<file path="src/rtl/trust_ack_tracker.sv">
// Outstanding-packet table feeding the router's trust counters: a matched ack
// pulses trust_inc for the entry's direction, and an entry left unacked for TIMEOUT cycles pulses trust_dec.
module trust_ack_tracker #(
  parameter int unsigned ID_W    = 4,
  parameter int unsigned DEPTH   = 4,
  parameter int unsigned TIMEOUT = 64,
  parameter int unsigned TMR_W   = 8
) (
  input  logic                         clk,
  input  logic                         reset,
  input  logic                         send_valid,
  output logic                         send_ready,
  input  logic [1:0]                   send_dir,
  input  logic [ID_W-1:0]              send_id,
  input  logic                         ack_valid,
  input  logic [1:0]                   ack_dir,
  input  logic [ID_W-1:0]              ack_id,
  output logic [3:0]                   trust_inc,
  output logic [3:0]                   trust_dec,
  output logic                         ack_unmatched,
  output logic [$clog2(DEPTH+1)-1:0]   outstanding
);

  localparam int unsigned CNT_W = $clog2(DEPTH + 1);
  localparam logic [TMR_W-1:0] TMO = TMR_W'(TIMEOUT);

  logic [DEPTH-1:0] valid_q, valid_d;
  logic [1:0]       dir_q   [DEPTH];
  logic [1:0]       dir_d   [DEPTH];
  logic [ID_W-1:0]  id_q    [DEPTH];
  logic [ID_W-1:0]  id_d    [DEPTH];
  logic [TMR_W-1:0] timer_q [DEPTH];
  logic [TMR_W-1:0] timer_d [DEPTH];

  logic [3:0]       inc_q, inc_d;
  logic [3:0]       dec_q, dec_d;
  logic             unm_q, unm_d;
  logic [CNT_W-1:0] cnt_q, cnt_d;

  logic [DEPTH-1:0] alloc_sel, ack_sel, exp_sel;
  logic             alloc_found, ack_found, exp_found;
  logic             accept;

  // Direction code to {N,S,E,W} one-hot, N in bit 3.
  function automatic logic [3:0] dir_mask(input logic [1:0] d);
    return 4'b1000 >> d;
  endfunction

  assign send_ready    = ~&valid_q;
  assign accept        = send_valid & send_ready;
  assign trust_inc     = inc_q;
  assign trust_dec     = dec_q;
  assign ack_unmatched = unm_q;
  assign outstanding   = cnt_q;

  // Lowest-index priority picks, all against pre-edge slot state.
  always_comb begin
    alloc_sel   = '0;
    ack_sel     = '0;
    exp_sel     = '0;
    alloc_found = 1'b0;
    ack_found   = 1'b0;
    exp_found   = 1'b0;
    for (int unsigned i = 0; i < DEPTH; i++) begin
      if (!alloc_found && !valid_q[i]) begin
        alloc_sel[i] = 1'b1;
        alloc_found  = 1'b1;
      end
      if (!ack_found && ack_valid && valid_q[i] &&
          dir_q[i] == ack_dir && id_q[i] == ack_id) begin
        ack_sel[i] = 1'b1;
        ack_found  = 1'b1;
      end
    end
    for (int unsigned i = 0; i < DEPTH; i++) begin
      if (!exp_found && valid_q[i] && timer_q[i] == TMO && !ack_sel[i]) begin
        exp_sel[i] = 1'b1;
        exp_found  = 1'b1;
      end
    end
  end

  always_comb begin
    valid_d = valid_q;
    dir_d   = dir_q;
    id_d    = id_q;
    timer_d = timer_q;
    inc_d   = '0;
    dec_d   = '0;
    unm_d   = ack_valid & ~ack_found;
    for (int unsigned i = 0; i < DEPTH; i++) begin
      if (ack_sel[i]) begin
        valid_d[i] = 1'b0;
        timer_d[i] = '0;
        inc_d      = dir_mask(dir_q[i]);
      end else if (exp_sel[i]) begin
        valid_d[i] = 1'b0;
        timer_d[i] = '0;
        dec_d      = dir_mask(dir_q[i]);
      end else if (valid_q[i]) begin
        if (timer_q[i] != TMO) timer_d[i] = timer_q[i] + TMR_W'(1);
      end else if (alloc_sel[i] && accept) begin
        valid_d[i] = 1'b1;
        dir_d[i]   = send_dir;
        id_d[i]    = send_id;
        timer_d[i] = '0;
      end
    end
    cnt_d = cnt_q + CNT_W'(accept) - CNT_W'(ack_found) - CNT_W'(exp_found);
  end

  always_ff @(posedge clk) begin
    if (!reset) begin
      valid_q <= '0;
      for (int unsigned i = 0; i < DEPTH; i++) begin
        dir_q[i]   <= '0;
        id_q[i]    <= '0;
        timer_q[i] <= '0;
      end
      inc_q <= '0;
      dec_q <= '0;
      unm_q <= 1'b0;
      cnt_q <= '0;
    end else begin
      valid_q <= valid_d;
      dir_q   <= dir_d;
      id_q    <= id_d;
      timer_q <= timer_d;
      inc_q   <= inc_d;
      dec_q   <= dec_d;
      unm_q   <= unm_d;
      cnt_q   <= cnt_d;
    end
  end

endmodule
</file>
<file path="config.mk">
export PLATFORM = sky130hd
export DESIGN_NAME = trust_ack_tracker
export DESIGN_NICKNAME = d
export VERILOG_FILES = /design/src/rtl/trust_ack_tracker.sv
export SDC_FILE = /design/constraint.sdc
export NUM_CORES = 1
export LEC_CHECK = 0
export CAP_MARGIN = 20
export CORE_MARGIN = 8
export CORE_UTILIZATION = 35
export DETAILED_ROUTE_END_ITERATION = 10
export PLACE_DENSITY_LB_ADDON = 0.1
export SYNTH_ARGS = -nofsm -noshare
export SYNTH_HDL_FRONTEND = slang
export SYNTH_SLANG_ARGS = --single-unit
</file>
<file path="constraint.sdc">
create_clock -name clk -period 10.1 [get_ports clk]
set_input_delay 2.02 -clock clk [delete_from_list [all_inputs] [get_ports clk]]
set_output_delay 2.02 -clock clk [all_outputs]
set_load 0.05 [all_outputs]
</file>
# --- After elaboration in Yosys (flattened, before gate mapping) ---
# Index checks and enable logic that the tools add are counted.
totals:
  input_bits: 16
  wordCells: 184
  ff_bits: 72
  output_inout_bits: 13
classes:
  n_addsub: 7
  mux: 52
  shifts: 4
  eq_ne: 20
  n_bitwise: 16
  reduce_logical: 65
op_table:
  columns: ["operator", "n"]
  rows:
  - ["2-to-1 mux 8 bit", 12]
  - ["2-to-1 mux 4 bit", 12]
  - ["logical AND 1 bit", 33]
  - ["adder 8 x 1 -> 8 bit (second input constant)", 4]
  - ["equality test 8 x 7 -> 1 bit (second input constant)", 4]
  - ["!= test 8 x 7 -> 1 bit (second input constant)", 4]
  - ["2-to-1 mux 1 bit", 28]
  - ["AND reduction 4 bit", 5]
  - ["equality test 4 bit", 4]
  - ["right shift 4 x 2 -> 4 bit (first input constant)", 4]
  - ["zero test 1 bit", 15]
  - ["inverter 1 bit", 14]
  - ["OR reduction 3 bit", 4]
  - ["equality test 2 bit", 4]
  - ["!= test 2 x 1 -> 1 bit (second input constant)", 4]
  - ["AND reduction 2 bit", 4]
  - ["nonzero test 2 bit", 4]
  - ["subtractor 3 x 1 -> 3 bit", 2]
  - ["adder 3 x 1 -> 3 bit", 1]
  - ["AND 1 bit", 2]

# --- Depth between registers and ports, before layout ---
# Gate-level depths: netlist of the first run.
depth:
  depth_word: 27
  depth_mapped: 15
  ltp_nobuf: 15

# --- Least setup slack after synthesis of the first run ---
# Ideal clock, no wire load.
synth_timing:
  path_type: "input -> register"
  startpoint: "input port ack_dir[1]"
  endpoint: "register cnt_q[2], in the netlist outstanding[2]"
  path_buffers: 1
  cell_stages: 15
  setup_time_ns: 0.128
  t_required_ns: 9.972
  arrival_time_ns: 4.606
  path_slack_ns: 5.366
  cell_sequence: "buf_2 > xor2_1 > or4_4 > or2_4 > nand4b_4 > and2b_1 > nor2_1 > fa_1 > inv_1 > ha_1 > inv_1 > ha_1 > xor2_1 > xnor2_1 > nor2_1"
synth_between:
  elab_chain_cells: 26
  elab_cells_between_ends: 50
synth_lines:
  columns: ["item", "line", "rtl"]
  rows:
  - ["from (decl)", "16", "input logic [1:0] ack_dir,"]
  - ["branches (longest 25 deep; another with equality test 2 bit)", null, null]
  - ["subtractor 3 x 1 -> 3 bit *", "109", "cnt_d = cnt_q + CNT_W'(accept) - CNT_W'(ack_found) - CNT_W'(exp_found);"]
  - ["to (signal assigned)", "132", "cnt_q <= cnt_d;"]
  - ["to (decl)", "38", "logic [CNT_W-1:0] cnt_q, cnt_d;"]
# Every way passes the cells marked *.
# A chain may end at the register's enable or synchronous reset.

# --- Final worst setup path of the first run ---
layout_timing:
  startpoint: "input port ack_id[0]"
  endpoint: "register cnt_q[2], in the netlist outstanding[2]"
layout_between:
  elab_chain_cells: 25
  elab_cells_between_ends: 49
layout_lines:
  columns: ["item", "line", "rtl"]
  rows:
  - ["from (decl)", "17", "input logic [ID_W-1:0] ack_id,"]
  - ["branches (longest 24 deep; another with equality test 4 bit)", null, null]
  - ["subtractor 3 x 1 -> 3 bit *", "109", null]
# Marks and branches as above.

==> impl_metrics.json, run 1 <==
{
  "vias": 3031,
  "yosysUniqueCellTypes": 55,
  "async_flop_share_pct": 0,
  "synth_ff_type": "dfxtp_1",
  "h-tree-depth": 3,
  "core_um2": 10700,
  "drtAntennaViolNets": 0,
  "grt_pass1_vias": 2984,
  "startpoint_type": "primary input",
  "grt_max_degree": 34,
  "drt_iter0_markers": 146,
  "power_density_nw_per_um2": 143,
  "yosysTopAreaCell": "dfxtp_1",
  "dp_hpwl_um": 6630,
  "fillCellCount": 1110,
  "areaGrowthSynthToFinish_pct": 16.2,
  "drive_gt1_share_pct": 7.73,
  "period_needed_ns": 5.30,
  "fin_cells": 606,
  "crit_slowest_cell": "nand4_1",
  "ctsResizeCount": 0,
  "synth_area_um2": 3790,
  "diodes": 0,
  "die_y_um": 120,
  "die_w_um": 120,
  "cp_cell_sequence": "clkdlybuf4s50_1 -> xor2_1 -> nor4_1 -> nand4_1 -> nand4b_4 -> and2b_1 -> nor2_1 -> fa_1 -> inv_1 -> ha_1 -> inv_1 -> ha_1 -> xor2_1 -> xnor2_1 -> nor2_1",
  "nNetsFinal": 489,
  "arrival_ns": 5.50,
  "syn_inst": 442,
  "status": "finished, final reports clean",
  "yosysSeqAreaShare_pct": 38.0,
  "worst_pin_slew_ns": 1.03,
  "slew_viol_final": 0,
  "post-route-period-util_pct": 52.5,
  "cts_hold_buf": 0,
  "setup_ws_ns": 4.80,
  "synth_edf_count": 0,
  "cts_buffers": 9,
  "crit_buf_inv": 3,
  "grt_first_pass_wirelength_um": 15200,
  "setup_violations": 0,
  "clock_sinks": 72,
  "path_clk_slew_ns": 0.08,
  "cts_tree": "done",
  "post_cts.repair.setup_buffers": 0,
  "antenna_found_initial": 0,
  "die_area_um2": 14400,
  "num_rows": 38,
  "setup_tns_ns": 0,
  "pin_count": 29,
  "portBuffers": 28,
  "maxCapViolCount": 0,
  "insertion_delay_ns": 0.34,
  "seqCellArea_um2": 1440,
  "crit_family": "simple AND/OR/NAND/NOR gates",
  "yosys_warnings": 0,
  "via_per_inst": 5.00,
  "synth_top_area_share_pct": 38.0,
  "post-synth-top-count-cell": "dfxtp_1",
  "worstSetupPathType": "primary input to flop",
  "end_kind": "flop",
  "max_stage_delay_ns": 0.53,
  "synth.area.top_cells": "dfxtp_1 38%, nor2_1 7.0%, xor2_1 6.7%",
  "place_inst": 590,
  "gp_congestion": 0.831,
  "root_buffer": "clkbuf_8",
  "dp_worst_setup_slack_ns": 4.47,
  "syn_nets": 470,
  "avgSynthCellArea_um2": 8.58,
  "detail_route.wl_per_cell_um": 14.9,
  "max_freq_mhz": 189,
  "slew_headroom_pct": 31.1,
  "path_max_fanout": 11,
  "max-vdd-ir-drop_v": 0.0000711,
  "cts_buffer_depth": 2,
  "firstDrtPassIters": 4,
  "p_leak_nw": 1.60,
  "multi_input_area_um2": 2210,
  "final-hold-violation-count": 0,
  "grt_use_total_pct": 13.1,
  "synth_common_cells": "72 x dfxtp_1, 71 x nor2_1, 37 x nand2_1",
  "drc_errors": 0,
  "required_ns": 10.30,
  "synth_seq_cells": 72,
  "overflow": 0,
  "floorplan.initialDensity_pct": 35.5,
  "drt-total-wl_um": 9010,
  "fin_skew_ns": 0.0104,
  "hold_class": "flop to flop",
  "rsz0062_at_grt": "false"
}
==> cells by family (layout without fill, tap and decap cells) <==
kind of cell	count (synthesis)	count (layout)	synth area share, %
multiplexers	18	18	4.75
adder cells (fa/ha/maj)	12	12	4.16
flip-flops	72	72	38.0
XOR/XNOR	48	48	11.1
buffers and inverters	35	59	3.83
AO/OA/AOI/OAI	51	51	9.11
AND/OR/NAND/NOR	206	206	29.1
==> layer usage <==
layer	global-route usage [%]	wire, um	vias up
li1	-	-	1555
met1	17.3	4650	1434
met2	20.1	3960	36
met3	3.90	299	6
met4	3.98	97	0
met5	0	0	-
==> sequential cells by signal, summed over array words and instances (netlist names) <==
signal,count
trust_inc,4
id_q,16
valid_q,4
outstanding,3
trust_dec,4
dir_q,8
timer_q,32
ack_unmatched,1
==> worst min-delay path, stage by stage (launching register included) <==
cell	delay [ns]
dfxtp_1	0.32
nand2_1	0.05
a21oi_1	0.05
==> cells in the final DEF (no fill, tap or decap), types with 2 or more instances in the layout <==
cell             instances
nor4_1                   4
a21oi_1                 24
nor3_1                   9
o21ai_0                  2
o2111ai_1                2
and2_1                   5
mux2i_1                 18
bufinv_16                3
ha_1                    11
dfxtp_1                 72
nor2b_1                  7
nand4b_1                 2
a311oi_1                 2
xnor2_1                 19
clkbuf_8                 9
clkdlybuf4s50_1         28
nand2b_1                 6
a31oi_1                  8
nor3b_1                  2
nand3_1                 18
nand4_1                 14
and3_1                   4
inv_6                    2
inv_1                   14
nor4b_1                  2
nand2_1                 37
or2_2                    3
and4_1                   3
o211ai_1                 2
xor2_1                  29
nor3_2                   7
nor2_1                  71
or3_1                    2
==> final cells by class <==
class                           instances  area share, %
Inverter                               14           1.19
Timing Repair Buffer                   29           6.53
Sequential cell                        72           32.7
Tap cell                              140           3.98
Clock inverter                          6           2.61
Multi-Input combinational cell        335           50.1
Clock buffer                           10           2.90
==> final timing paths <==
check                  start        endpoint  slack [ns]  cells after the start
hold reg to reg      id_q[8]         id_q[8]        0.47                      2
setup reg to reg  valid_q[0]  outstanding[2]        6.57                     14
hold / removal       id_q[8]         id_q[8]        0.47                      2
setup / recovery   ack_id[0]  outstanding[2]        4.80                     15
==> through the flow <==
| step | utilization [%] | hold WS (ns) | area [um2] | power, W |
|---|---|---|---|---|
| final | 41.2 | 0.471 | 4410 | 0.000630 |
| after global routing | 41.2 | 0.500 | 4410 | 0.000663 |
| after CTS | 41.2 | 0.471 | 4410 | 0.000641 |
| after detailed placement | 38.9 | 0.459 | 4160 | 0.000354 |
| after floorplan | - | 0.448 | 3790 | 0.000335 |
| after global placement | 38.9 | 0.458 | 4160 | 0.000354 |
==> where the power goes <==
| group | switching [W] | internal, W | leakage, nW |
|---|---|---|---|
| Combinational | 0.0000301 | 0.0000210 | 0.901 |
| Sequential | 0.00000681 | 0.000289 | 0.583 |
| Clock | 0.000116 | 0.000166 | 0.117 |
| Total | 0.000153 | 0.000476 | 1.60 |
(Power assumes the default switching activity.)
==> inputs of run 2 (changes only) <==
==> constraint.sdc (replaced) <==
create_clock -name clk -period 4.3 [get_ports clk]
set_input_delay 0.86 -clock clk [delete_from_list [all_inputs] [get_ports clk]]
set_output_delay 0.86 -clock clk [all_outputs]
set_load 0.05 [all_outputs]
==> impl_metrics.json, run 2 (same netlist as run 1, synthesis figures left out) <==
{
  "max_freq_mhz": 263,
  "cts_buffers": 9,
  "drt-met1-wl_um": 4420,
  "placed_area_um2": 4230,
  "clock_sinks": 72,
  "nNetsFinal": 498,
  "drc_errors": 0,
  "die_area_um2": 14400,
  "status": "finished, final reports clean",
  "arrival_ns": 4.00,
  "portBuffers": 28,
  "cts_tree": "done",
  "drt-total-wl_um": 8890,
  "drive_gt1_share_pct": 9.47,
  "drtAntennaViolNets": 0,
  "required_ns": 4.51,
  "setup_tns_ns": 0,
  "worst_pin_slew_ns": 1.02,
  "setup_violations": 0,
  "diodes": 0,
  "crit_buf_inv": 3,
  "end_kind": "flop",
  "final_common_cell": "dfxtp_1",
  "vias": 3045,
  "slew_headroom_pct": 32.2,
  "maxCapViolCount": 0,
  "seqCellArea_um2": 1440,
  "worstSetupPathType": "primary input to flop",
  "startpoint_type": "primary input",
  "gp_congestion": 0.779,
  "largest_reg_flops": 32,
  "core_um2": 10700,
  "firstDrtPassIters": 5,
  "ctsResizeCount": 0,
  "areaGrowthSynthToFinish_pct": 16.8,
  "die_w_um": 120,
  "path_clk_slew_ns": 0.08,
  "cts_buffer_depth": 2,
  "max-vdd-ir-drop_v": 0.000159,
  "p_leak_nw": 1.63,
  "path_max_fanout": 4,
  "fin_skew_ns": 0.00579,
  "overflow": 0,
  "slew_viol_final": 0,
  "timing.hold.ws_ns": 0.471,
  "power_density_nw_per_um2": 308,
  "pin_count": 29,
  "fin_cells": 615,
  "dr.max_layer_used": "met4",
  "multi_input_area_um2": 2210,
  "crit_family": "simple AND/OR/NAND/NOR gates",
  "wl_met3_um": 358,
  "place_inst": 599,
  "final-hold-violation-count": 0,
  "dr_wl_met2_um": 4010,
  "rsz0062_at_grt": "false",
  "root_buffer": "clkbuf_8",
  "via_per_inst": 4.95,
  "hold_class": "flop to flop",
  "dp_hpwl_um": 6630,
  "drt_iter0_markers": 132,
  "final_cell_mix": "72 x dfxtp_1, 71 x nor2_1, 37 x nand2_1",
  "crit_slowest_cell": "or4_4",
  "regMostFlops": "timer_q",
  "cp_cell_sequence": "clkdlybuf4s50_1 -> xor2_1 -> or4_4 -> or2_4 -> nand3_4 -> o211a_4 -> nor2_1 -> fa_1 -> inv_1 -> ha_1 -> inv_1 -> ha_1 -> xor2_1 -> xnor2_1 -> nor2_1",
  "detail_route.wl_per_cell_um": 14.4,
  "insertion_delay_ns": 0.35,
  "post-route-period-util_pct": 88.3,
  "postLayoutCellArea_um2": 4430,
  "h-tree-depth": 3,
  "max_stage_delay_ns": 0.58,
  "grt_use_total_pct": 13.1,
  "grt_first_pass_wirelength_um": 15100,
  "grt_max_degree": 34,
  "cts_hold_buf": 0,
  "fillCellCount": 1112,
  "die_y_um": 120,
  "period_needed_ns": 3.80,
  "grt_pass1_vias": 2970,
  "floorplan.initialDensity_pct": 35.5,
  "num_rows": 38,
  "antenna_found_initial": 0,
  "reg_top3": "timer_q: 32 flops, id_q: 16 flops, dir_q: 8 flops",
  "post_cts.repair.setup_buffers": 0
}
## run 2: cell types whose count changed in the layout (fill, tap and decap cells not counted)
cell and change:
bufinv_16 -2, inv_6 -2, clkbuf_8 +1, clkinv_4 +1, buf_4 +9, clkinv_2 +2
## run 2: worst min-delay path: cells and delay by family (launching register included)
kind / cells / cell delay (ns)
compound gates: 1 / 0.05
flops: 1 / 0.32
simple gates: 1 / 0.06
## run 2: final timing paths
kind                from        endpoint  slack [ns]  depth (start not counted)
max            ack_id[3]  outstanding[2]        0.50                         15
max reg2reg  timer_q[26]  outstanding[2]        1.20                         13
min              id_q[9]         id_q[9]        0.47                          2
min reg2reg      id_q[9]         id_q[9]        0.47                          2
## run 2: layer usage
metal  track usage, %  vias up
met5                0        -
li1                 -     1576
met2             20.2       36
met4             5.07        0
met3             3.57        8
met1             17.0     1425
## run 2: metrics by stage
stage,setup slack (ns),utilization [%],power [W]
2_1_floorplan,0.726,-,0.000787
3_3_place_gp,0.193,39.5,0.000832
3_5_place_dp,0.111,39.5,0.000833
4_1_cts,0.504,41.4,0.00139
5_1_grt,0.314,41.4,0.00144
6_report,0.502,41.4,0.00136
## run 2: area by class of cell
| cell class | count | share of cell area, % |
|---|---|---|
| Sequential cell | 72 | 32.6 |
| Clock inverter | 5 | 1.27 |
| Timing Repair Buffer | 38 | 8.02 |
| Multi-Input combinational cell | 335 | 49.8 |
| Clock buffer | 11 | 3.19 |
| Tap cell | 140 | 3.96 |
| Inverter | 14 | 1.19 |
## run 2: power breakdown
part / internal [W] / switching (W)
Sequential: 0.000679 / 0.0000140
Combinational: 0.0000501 / 0.0000723
Clock: 0.000283 / 0.000264
Total: 0.00101 / 0.000350
==> inputs of run 3 (changes only) <==
--- a/config.mk
+++ b/config.mk
@@ -8,8 +8,10 @@
 export CAP_MARGIN = 20
 export CORE_MARGIN = 8
 export CORE_UTILIZATION = 35
+export CTS_CLUSTER_DIAMETER = 100
 export DETAILED_ROUTE_END_ITERATION = 10
 export PLACE_DENSITY_LB_ADDON = 0.1
+export SKIP_LAST_GASP = 1
 export SYNTH_ARGS = -nofsm -noshare
 export SYNTH_HDL_FRONTEND = slang
 export SYNTH_SLANG_ARGS = --single-unit
==> results of run 3 <==
The final DEF is identical to that of run 2; final timing and power are the same.
